[src/rtl/regfile_ctrl_if.sv]
// Bundle of the instruction, register-file and OUT-result signals of regfile_ctrl.
// slave is the controller side; master is the environment (source, register file, consumer).
interface regfile_ctrl_if;
   logic [7:0] instr;
   logic       instr_valid;
   logic       instr_ready;
   logic [1:0] selDin;
   logic [1:0] selAout;
   logic [1:0] selBout;
   logic       write;
   logic [7:0] data;
   logic [7:0] regoutA;
   logic [7:0] regoutB;
   logic [7:0] out_data;
   logic       out_valid;
   logic       out_ready;
   logic [7:0] icount;

   modport slave (
      input  instr, instr_valid, regoutA, regoutB, out_ready,
      output instr_ready, selDin, selAout, selBout, write, data,
             out_data, out_valid, icount
   );

   modport master (
      output instr, instr_valid, regoutA, regoutB, out_ready,
      input  instr_ready, selDin, selAout, selBout, write, data,
             out_data, out_valid, icount
   );
endinterface

[src/rtl/regfile_ctrl.sv]
// Multi-cycle sequencer for a 4x8 register file: decodes ADD/SUB/LI/OUT bytes,
// drives read selects and a one-cycle write pulse, and returns OUT results.
module regfile_ctrl (
   input  logic                 clk,
   input  logic                 rst,
   regfile_ctrl_if.slave        bus,
   output logic [2:0]           dbg_state_o
);

   // Handshakes: a byte moves on instr when instr_valid && instr_ready at a rising
   // edge; a result moves on out_data when out_valid && out_ready at a rising edge.
   typedef enum logic [2:0] {IDLE, IMM, READ, WB, OUTW} state_e;

   localparam logic [1:0] OP_ADD = 2'b00;
   localparam logic [1:0] OP_SUB = 2'b01;
   localparam logic [1:0] OP_LI  = 2'b10;

   state_e     state_q, state_d;
   logic [1:0] op_q, op_d;
   logic [1:0] rd_q, rd_d;
   logic [1:0] seld_q, seld_d;
   logic [1:0] sela_q, sela_d;
   logic [1:0] selb_q, selb_d;
   logic       write_q, write_d;
   logic [7:0] data_q, data_d;
   logic [7:0] out_data_q, out_data_d;
   logic       out_valid_q, out_valid_d;
   logic [7:0] icount_q, icount_d;
   logic       ready_q, ready_d;

   always_ff @(posedge clk) begin
      if (rst) begin
         state_q     <= IDLE;
         op_q        <= 2'd0;
         rd_q        <= 2'd0;
         seld_q      <= 2'd0;
         sela_q      <= 2'd0;
         selb_q      <= 2'd0;
         write_q     <= 1'b0;
         data_q      <= 8'd0;
         out_data_q  <= 8'd0;
         out_valid_q <= 1'b0;
         icount_q    <= 8'd0;
         ready_q     <= 1'b1;
      end else begin
         state_q     <= state_d;
         op_q        <= op_d;
         rd_q        <= rd_d;
         seld_q      <= seld_d;
         sela_q      <= sela_d;
         selb_q      <= selb_d;
         write_q     <= write_d;
         data_q      <= data_d;
         out_data_q  <= out_data_d;
         out_valid_q <= out_valid_d;
         icount_q    <= icount_d;
         ready_q     <= ready_d;
      end
   end

   always_comb begin
      state_d     = state_q;
      op_d        = op_q;
      rd_d        = rd_q;
      seld_d      = seld_q;
      sela_d      = sela_q;
      selb_d      = selb_q;
      write_d     = 1'b0;
      data_d      = data_q;
      out_data_d  = out_data_q;
      out_valid_d = out_valid_q;
      icount_d    = icount_q;
      case (state_q)
         IDLE: begin
            if (bus.instr_valid) begin
               op_d    = bus.instr[7:6];
               rd_d    = bus.instr[5:4];
               sela_d  = bus.instr[3:2];
               selb_d  = bus.instr[1:0];
               state_d = (bus.instr[7:6] == OP_LI) ? IMM : READ;
            end
         end
         IMM: begin
            if (bus.instr_valid) begin
               data_d  = bus.instr;
               seld_d  = rd_q;
               write_d = 1'b1;
               state_d = WB;
            end
         end
         READ: begin
            // Selects were loaded at accept, so regoutA/B are settled by now.
            if (op_q == OP_ADD || op_q == OP_SUB) begin
               data_d  = (op_q == OP_SUB) ? (bus.regoutA - bus.regoutB)
                                          : (bus.regoutA + bus.regoutB);
               seld_d  = rd_q;
               write_d = 1'b1;
               state_d = WB;
            end else begin
               out_data_d  = bus.regoutA;
               out_valid_d = 1'b1;
               state_d     = OUTW;
            end
         end
         WB: begin
            icount_d = icount_q + 8'd1;
            state_d  = IDLE;
         end
         OUTW: begin
            if (bus.out_ready) begin
               out_valid_d = 1'b0;
               icount_d    = icount_q + 8'd1;
               state_d     = IDLE;
            end
         end
         default: state_d = IDLE;
      endcase
      ready_d = (state_d == IDLE) || (state_d == IMM);
   end

   assign bus.instr_ready = ready_q;
   assign bus.selDin      = seld_q;
   assign bus.selAout     = sela_q;
   assign bus.selBout     = selb_q;
   assign bus.write       = write_q;
   assign bus.data        = data_q;
   assign bus.out_data    = out_data_q;
   assign bus.out_valid   = out_valid_q;
   assign bus.icount      = icount_q;
   assign dbg_state_o     = state_q;

endmodule

[src/flat_wrapper.sv]
// flat-port wrapper written by rule: the top's interface ports become plain ports
module regfile_ctrl_flat 
  (clk, rst, dbg_state_o, bus_instr, bus_instr_valid, bus_regoutA, bus_regoutB, bus_out_ready, bus_instr_ready, bus_selDin, bus_selAout, bus_selBout, bus_write, bus_data, bus_out_data, bus_out_valid, bus_icount);
  regfile_ctrl_if bus_i ();
  input  logic clk;
  input  logic rst;
  output logic [2:0] dbg_state_o;
  input wire logic [$bits(bus_i.instr)-1:0] bus_instr;
  input wire logic [$bits(bus_i.instr_valid)-1:0] bus_instr_valid;
  input wire logic [$bits(bus_i.regoutA)-1:0] bus_regoutA;
  input wire logic [$bits(bus_i.regoutB)-1:0] bus_regoutB;
  input wire logic [$bits(bus_i.out_ready)-1:0] bus_out_ready;
  output wire logic [$bits(bus_i.instr_ready)-1:0] bus_instr_ready;
  output wire logic [$bits(bus_i.selDin)-1:0] bus_selDin;
  output wire logic [$bits(bus_i.selAout)-1:0] bus_selAout;
  output wire logic [$bits(bus_i.selBout)-1:0] bus_selBout;
  output wire logic [$bits(bus_i.write)-1:0] bus_write;
  output wire logic [$bits(bus_i.data)-1:0] bus_data;
  output wire logic [$bits(bus_i.out_data)-1:0] bus_out_data;
  output wire logic [$bits(bus_i.out_valid)-1:0] bus_out_valid;
  output wire logic [$bits(bus_i.icount)-1:0] bus_icount;
  assign bus_i.instr = bus_instr;
  assign bus_i.instr_valid = bus_instr_valid;
  assign bus_i.regoutA = bus_regoutA;
  assign bus_i.regoutB = bus_regoutB;
  assign bus_i.out_ready = bus_out_ready;
  assign bus_instr_ready = bus_i.instr_ready;
  assign bus_selDin = bus_i.selDin;
  assign bus_selAout = bus_i.selAout;
  assign bus_selBout = bus_i.selBout;
  assign bus_write = bus_i.write;
  assign bus_data = bus_i.data;
  assign bus_out_data = bus_i.out_data;
  assign bus_out_valid = bus_i.out_valid;
  assign bus_icount = bus_i.icount;
  regfile_ctrl u_core (.clk(clk), .rst(rst), .bus(bus_i), .dbg_state_o(dbg_state_o));
endmodule
[config.mk]
export PLATFORM = sky130hd
export DESIGN_NAME = regfile_ctrl_flat
export DESIGN_NICKNAME = d
export VERILOG_FILES = /design/src/rtl/regfile_ctrl_if.sv /design/src/rtl/regfile_ctrl.sv /design/src/flat_wrapper.sv
export SDC_FILE = /design/constraint.sdc
export NUM_CORES = 1
export LEC_CHECK = 0
export BUFFER_PORTS_ARGS = -buffer_cell sky130_fd_sc_hd__buf_4
export CAP_MARGIN = 10
export CORE_ASPECT_RATIO = 1.25
export CORE_MARGIN = 5
export CORE_UTILIZATION = 35
export CTS_CLUSTER_DIAMETER = 100
export DETAILED_ROUTE_END_ITERATION = 7
export SLEW_MARGIN = 25
export SYNTH_ARGS = -nofsm -noshare
export SYNTH_HDL_FRONTEND = slang
export SYNTH_SLANG_ARGS = --single-unit
[constraint.sdc]
create_clock -name clk -period 3.45 [get_ports clk]
set_clock_uncertainty 0.15 [all_clocks]
set_input_delay 0.345 -clock clk [delete_from_list [all_inputs] [get_ports clk]]
set_output_delay 0.345 -clock clk [all_outputs]
set_load 0.02 [all_outputs]
* Word level (Yosys, flattened, before mapping)
Index checks and enable logic that the tools add are counted. W data, S select, Z words.
Operators by class: mux-type cells 21, bitwise operators 1, add/subtract/negate cells 3, reductions and logical operators 13, equality and inequality tests 11
Operator list (number):
- $mux W8 | 4
- $pmux W8 S2 | 2
- $mux W3 | 4
- $pmux W3 S4 | 1
- $add A8 B1 Y8 const B | 1
- $add A8 B8 Y8 | 1
- $sub A8 B8 Y8 | 1
- $eq A3 B1 Y1 const B | 2
- $eq A3 B2 Y1 const B | 2
- $logic_not A3 Y1 | 2
- $mux W2 | 3
- $ne A2 B2 Y1 const B | 3
- $reduce_and A2 Y1 | 3
- $reduce_and A3 Y1 | 2
- $reduce_bool A2 Y1 | 3
- $mux W1 | 4
- $pmux W1 S2 | 2
- $pmux W2 S2 | 1
- $eq A3 B3 Y1 const B | 1
- $eq A2 B1 Y1 const B | 1
- $eq A2 B2 Y1 const B | 1
- $logic_not A2 Y1 | 1
- $logic_or A1 B1 Y1 | 2
- $ne A2 B1 Y1 const B | 1
- $not A1 Y1 | 1
Word-level totals: output and inout bits 36, bits in registers 40

* Logic depth before layout (Yosys ltp)
depth in word-level cells 6, depth in mapped cells 10, gate-level depth less buffers 10

* Worst setup path before layout
OpenSTA, ideal clock, no wires.
path type reg-to-reg, start point reg u_core.op_q[1], end point reg u_core.data_q[6], in the netlist u_core.bus.data[6], arrival 2.265 ns, slack 0.956 ns, library setup time 0.079 ns, clock period less this slack 2.494 ns, buffers on the path 1, cell stages (with the launch flop) 10, cell sequence dfxtp_1 -> nor2b_1 -> clkbuf_1 -> mux2i_1 -> fa_1 -> a211oi_1 -> o21bai_1 -> a21oi_1 -> or4b_1 -> o211ai_1
On the way: longest elaborated chain between the ends 4
Ends and longest elaborated chain:
- start: declaration | line regfile_ctrl.sv:19 | logic [1:0] op_q, op_d;
- start signal: assignment | line regfile_ctrl.sv:47 | op_q <= op_d;
- $eq A2 B1 Y1 or $logic_not A2 Y1 (tied branches) | line regfile_ctrl.sv:93, regfile_ctrl.sv:94
- $mux W8 or $logic_or A1 B1 Y1 (tied branches) | line regfile_ctrl.sv:94, regfile_ctrl.sv:93
- $mux W8 or $ne A2 B1 Y1 (tied branches)
- $pmux W8 S2 or $reduce_and A3 Y1 (tied branches)
- end signal: assignment | line regfile_ctrl.sv:53 | data_q <= data_d;
- end: declaration | line regfile_ctrl.sv:25 | logic [7:0] data_q, data_d;
Parallel ways exist; a longest one is shown, timed or not. The select of a mux whose other input is x is not followed. A chain may end at the register's enable or synchronous reset.

* Worst setup path in the final report
Ends and elaborated chain as after synthesis.

==> impl_metrics.toml <==
[outcome]
status = "finished, final reports clean"

[timing]
fin_crit_ps = 2890
drv_slew = 0
finalCritPeriodShare_pct = 83.8
grt_setup_unrepaired = "false"
timing.hold.ws_ps = 153
tightest_slew_ps = 542
setup_violations = 0
setup_tns_ps = 0
slew_headroom_pct = 63.8
fmax_mhz = 346
layout_setup_ws_ps = 560
hold_viol = 0

[die]
core_region_area_mm2 = 0.00574
fp.dieW_um = 78.5
die-area_mm2 = 0.00752
num_rows = 31
initial_core_util_pct = 35.8
boundaryPins = 64
fp.dieH_um = 95.7

[routing]
drt_iter0_drc = 116
wire_per_inst_um = 14.4
via_per_inst = 5.17
ant_nets = 0
vias = 1939
drt-pass1-iter-count = 4
finalWirelength_mm = 5.41
drc_errors = 0

[critical_path]
critPathMaxStageDelay_ps = 480
r2r_setup_slack_ps = 560
timing.rr.start = "u_core.op_q[1]$_SDFFE_PP0P_"
path_cells = "nor2b_1, mux2i_1, fa_1, a211oi_1, o21bai_1, a21oi_1, or4b_1, o211ai_1"
crit_slowest_cell = "fa_1"
required_ps = 3520
arrival_ps = 2960
critical_path.startpoint = "u_core.op_q[1]$_SDFFE_PP0P_"
critPathTopFamily = "simple AND/OR/NAND/NOR gates"
worstPathMaxFanout = 7
path_buf_inv = 0
critical_path_class = "reg -> reg"
cp-end-kind = "register"
cp-start-kind = "register"

[placed_design]
port_buffers = 63
routabilityCongestion = 0.803
dpl.hpwl_mm = 4.18
pre_cts_ws_ps = 589

[min_path]
hp-class = "in -> reg"
worstHoldStart = "bus_instr[2]"

[synth]
synthFlopType = "dfxtp_1"
ys_warn_count = 0
synth_edf_count = 0
synth-async-reset-ratio_pct = 0
syn_avg_cell_area_um2 = 8.16
yosysUniqueCellTypes = 46
synth_top_area_share_pct = 39.0
synthTopCellsByCount = "nand2_1 (51), dfxtp_1 (40), a21oi_1 (30), nor2_1 (16), xnor2_1 (10)"
netlist_instances = 252
synthTopCellsByArea = "dfxtp_1 (39%), nand2_1 (9.3%), a21oi_1 (7.3%)"
yosysTopAreaCell = "dfxtp_1"
synth-seq-cells = 40
synth_most_common_cell = "nand2_1"
synth_fp_nets = 290
syn_area_mm2 = 0.00206
ys_seq_area_share_pct = 39.0

[global_route]
grt.total_usage_pct = 15.5
antenna_found_initial = 0
grt_pass1_wl_mm = 9.19
grt_pass1_vias = 2013
use_met3_pct = 5.58
global_route.peak_usage_layer = "met2"
use_met2_pct = 28.0
grt_overflow = 0
grt_max_degree = 41
grtUsageMet1_pct = 17.0

[clock_network]
cts.path.max_buffers = 2
cts_sinks = 40
post_cts_resized = 0
cts_setup_buffers = 0
clock_latency_ps = 290
cts_root_buf = "clkbuf_8"
cts_tree = "done"
cts-buffers-inserted = 5
cts.clk_slew.worst_paths_ps = 80
ctsHoldBuffers = 0
htreeDepth = 2

[pwr]
ir_drop_mv = 0.220
p_per_area_mw_per_mm2 = 530
clkPwrFrac_pct = 28.7
switchingPower_mw = 0.473
p_seq_share_pct = 38.9
power_frac_comb_pct = 32.4
p_leak_nw = 1.15
internal_power_mw = 0.942
swShare_pct = 33.4

[finish]
n_antenna_cell = 0
syn_to_final_growth_pct = 29.9
drive_above_1_share_pct = 24.3
nNetsFinal = 346

[run]
drv_cap = 0
per-layer routing:
| metal | vias to the layer above | routed length (µm) |
|---|---|---|
| met4 | 0 | 68 |
| met5 | - | 0 |
| met2 | 57 | 2600 |
| met3 | 6 | 413 |
| li1 | 984 | - |
| met1 | 892 | 2320 |
cell type report:
| class | count | area (µm²) |
|---|---|---|
| tap | 66 | 82.6 |
| fill | 601 | 3070 |
| inverter | 9 | 33.8 |
| clock inverter | 2 | 38.8 |
| timing repair buffer | 63 | 473 |
| multi-input combinational | 189 | 1160 |
| sequential | 40 | 801 |
| clock buffer | 6 | 82.6 |
worst reg2reg max path: stages (launching register included):
cell and delay (ps):
dfxtp_1 380, nor2b_1 470, mux2i_1 240, fa_1 480
a211oi_1 290, o21bai_1 90, a21oi_1 180, or4b_1 450
o211ai_1 100
worst paths after layout:
| check | end | depth (start not counted) |
|---|---|---|
| max | u_core.bus.data[6]$_SDFFE_PP0P_ | 8 |
| min | u_core.bus.selAout[0]$_SDFFE_PP0P_ | 3 |
| max reg2reg | u_core.bus.data[6]$_SDFFE_PP0P_ | 8 |
| min reg2reg | u_core.bus.data[0]$_SDFFE_PP0P_ | 2 |
cell families after synthesis:
group | synth area share (%)
adders and majority gates | 6.94
xor gates and xnor gates | 7.67
DFF | 39.0
muxes | 0.974
buffers and inverters | 4.69
AOI/OAI and AO/OA | 18.9
and+or+nand+nor | 21.8
power groups by stage:
stage	sequential, mW	clock (mW)	combinational (mW)
2_1_floorplan	0.597	0	0.273
3_3_place_gp	0.560	0	0.461
3_5_place_dp	0.561	0	0.464
4_1_cts	0.550	0.417	0.466
5_1_grt	0.557	0.436	0.516
6_report	0.550	0.407	0.459
flip-flops by register name, indices dropped and copies added (netlist names), 2 cells and up:
register / flops
u_core.bus.data: 8
u_core.bus.icount: 8
u_core.bus.out_data: 8
u_core.bus.selAout: 2
u_core.bus.selBout: 2
u_core.bus.selDin: 2
u_core.dbg_state_o: 3
u_core.op_q: 2
u_core.rd_q: 2
stage by stage:
step,cells,power (mW),utilization (%),instance area [µm²]
2_1_floorplan,252,0.870,-,2060
3_3_place_gp,367,1.02,44.4,2550
3_5_place_dp,367,1.03,44.4,2550
4_1_cts,375,1.43,46.5,2670
5_1_grt,375,1.51,46.5,2670
6_report,375,1.42,46.5,2670
cells in the final DEF (no fill, tap or decap), drive strengths merged, types with 2 or more instances in the layout:
master   n
inv      9
and3     3
dfxtp   40
ha       9
a311oi   2
buf     63
o211ai   3
and4     2
o21ai    5
xor2     8
a211oi   2
nor3b    2
nand2   51
nand3b   2
nor2b    2
a31oi    5
xnor2   10
nor2    17
nand4    4
and2     2
clkbuf   6
nor3     5
a21o     5
a21oi   31
mux2i    2
(Power assumes the default switching activity.)
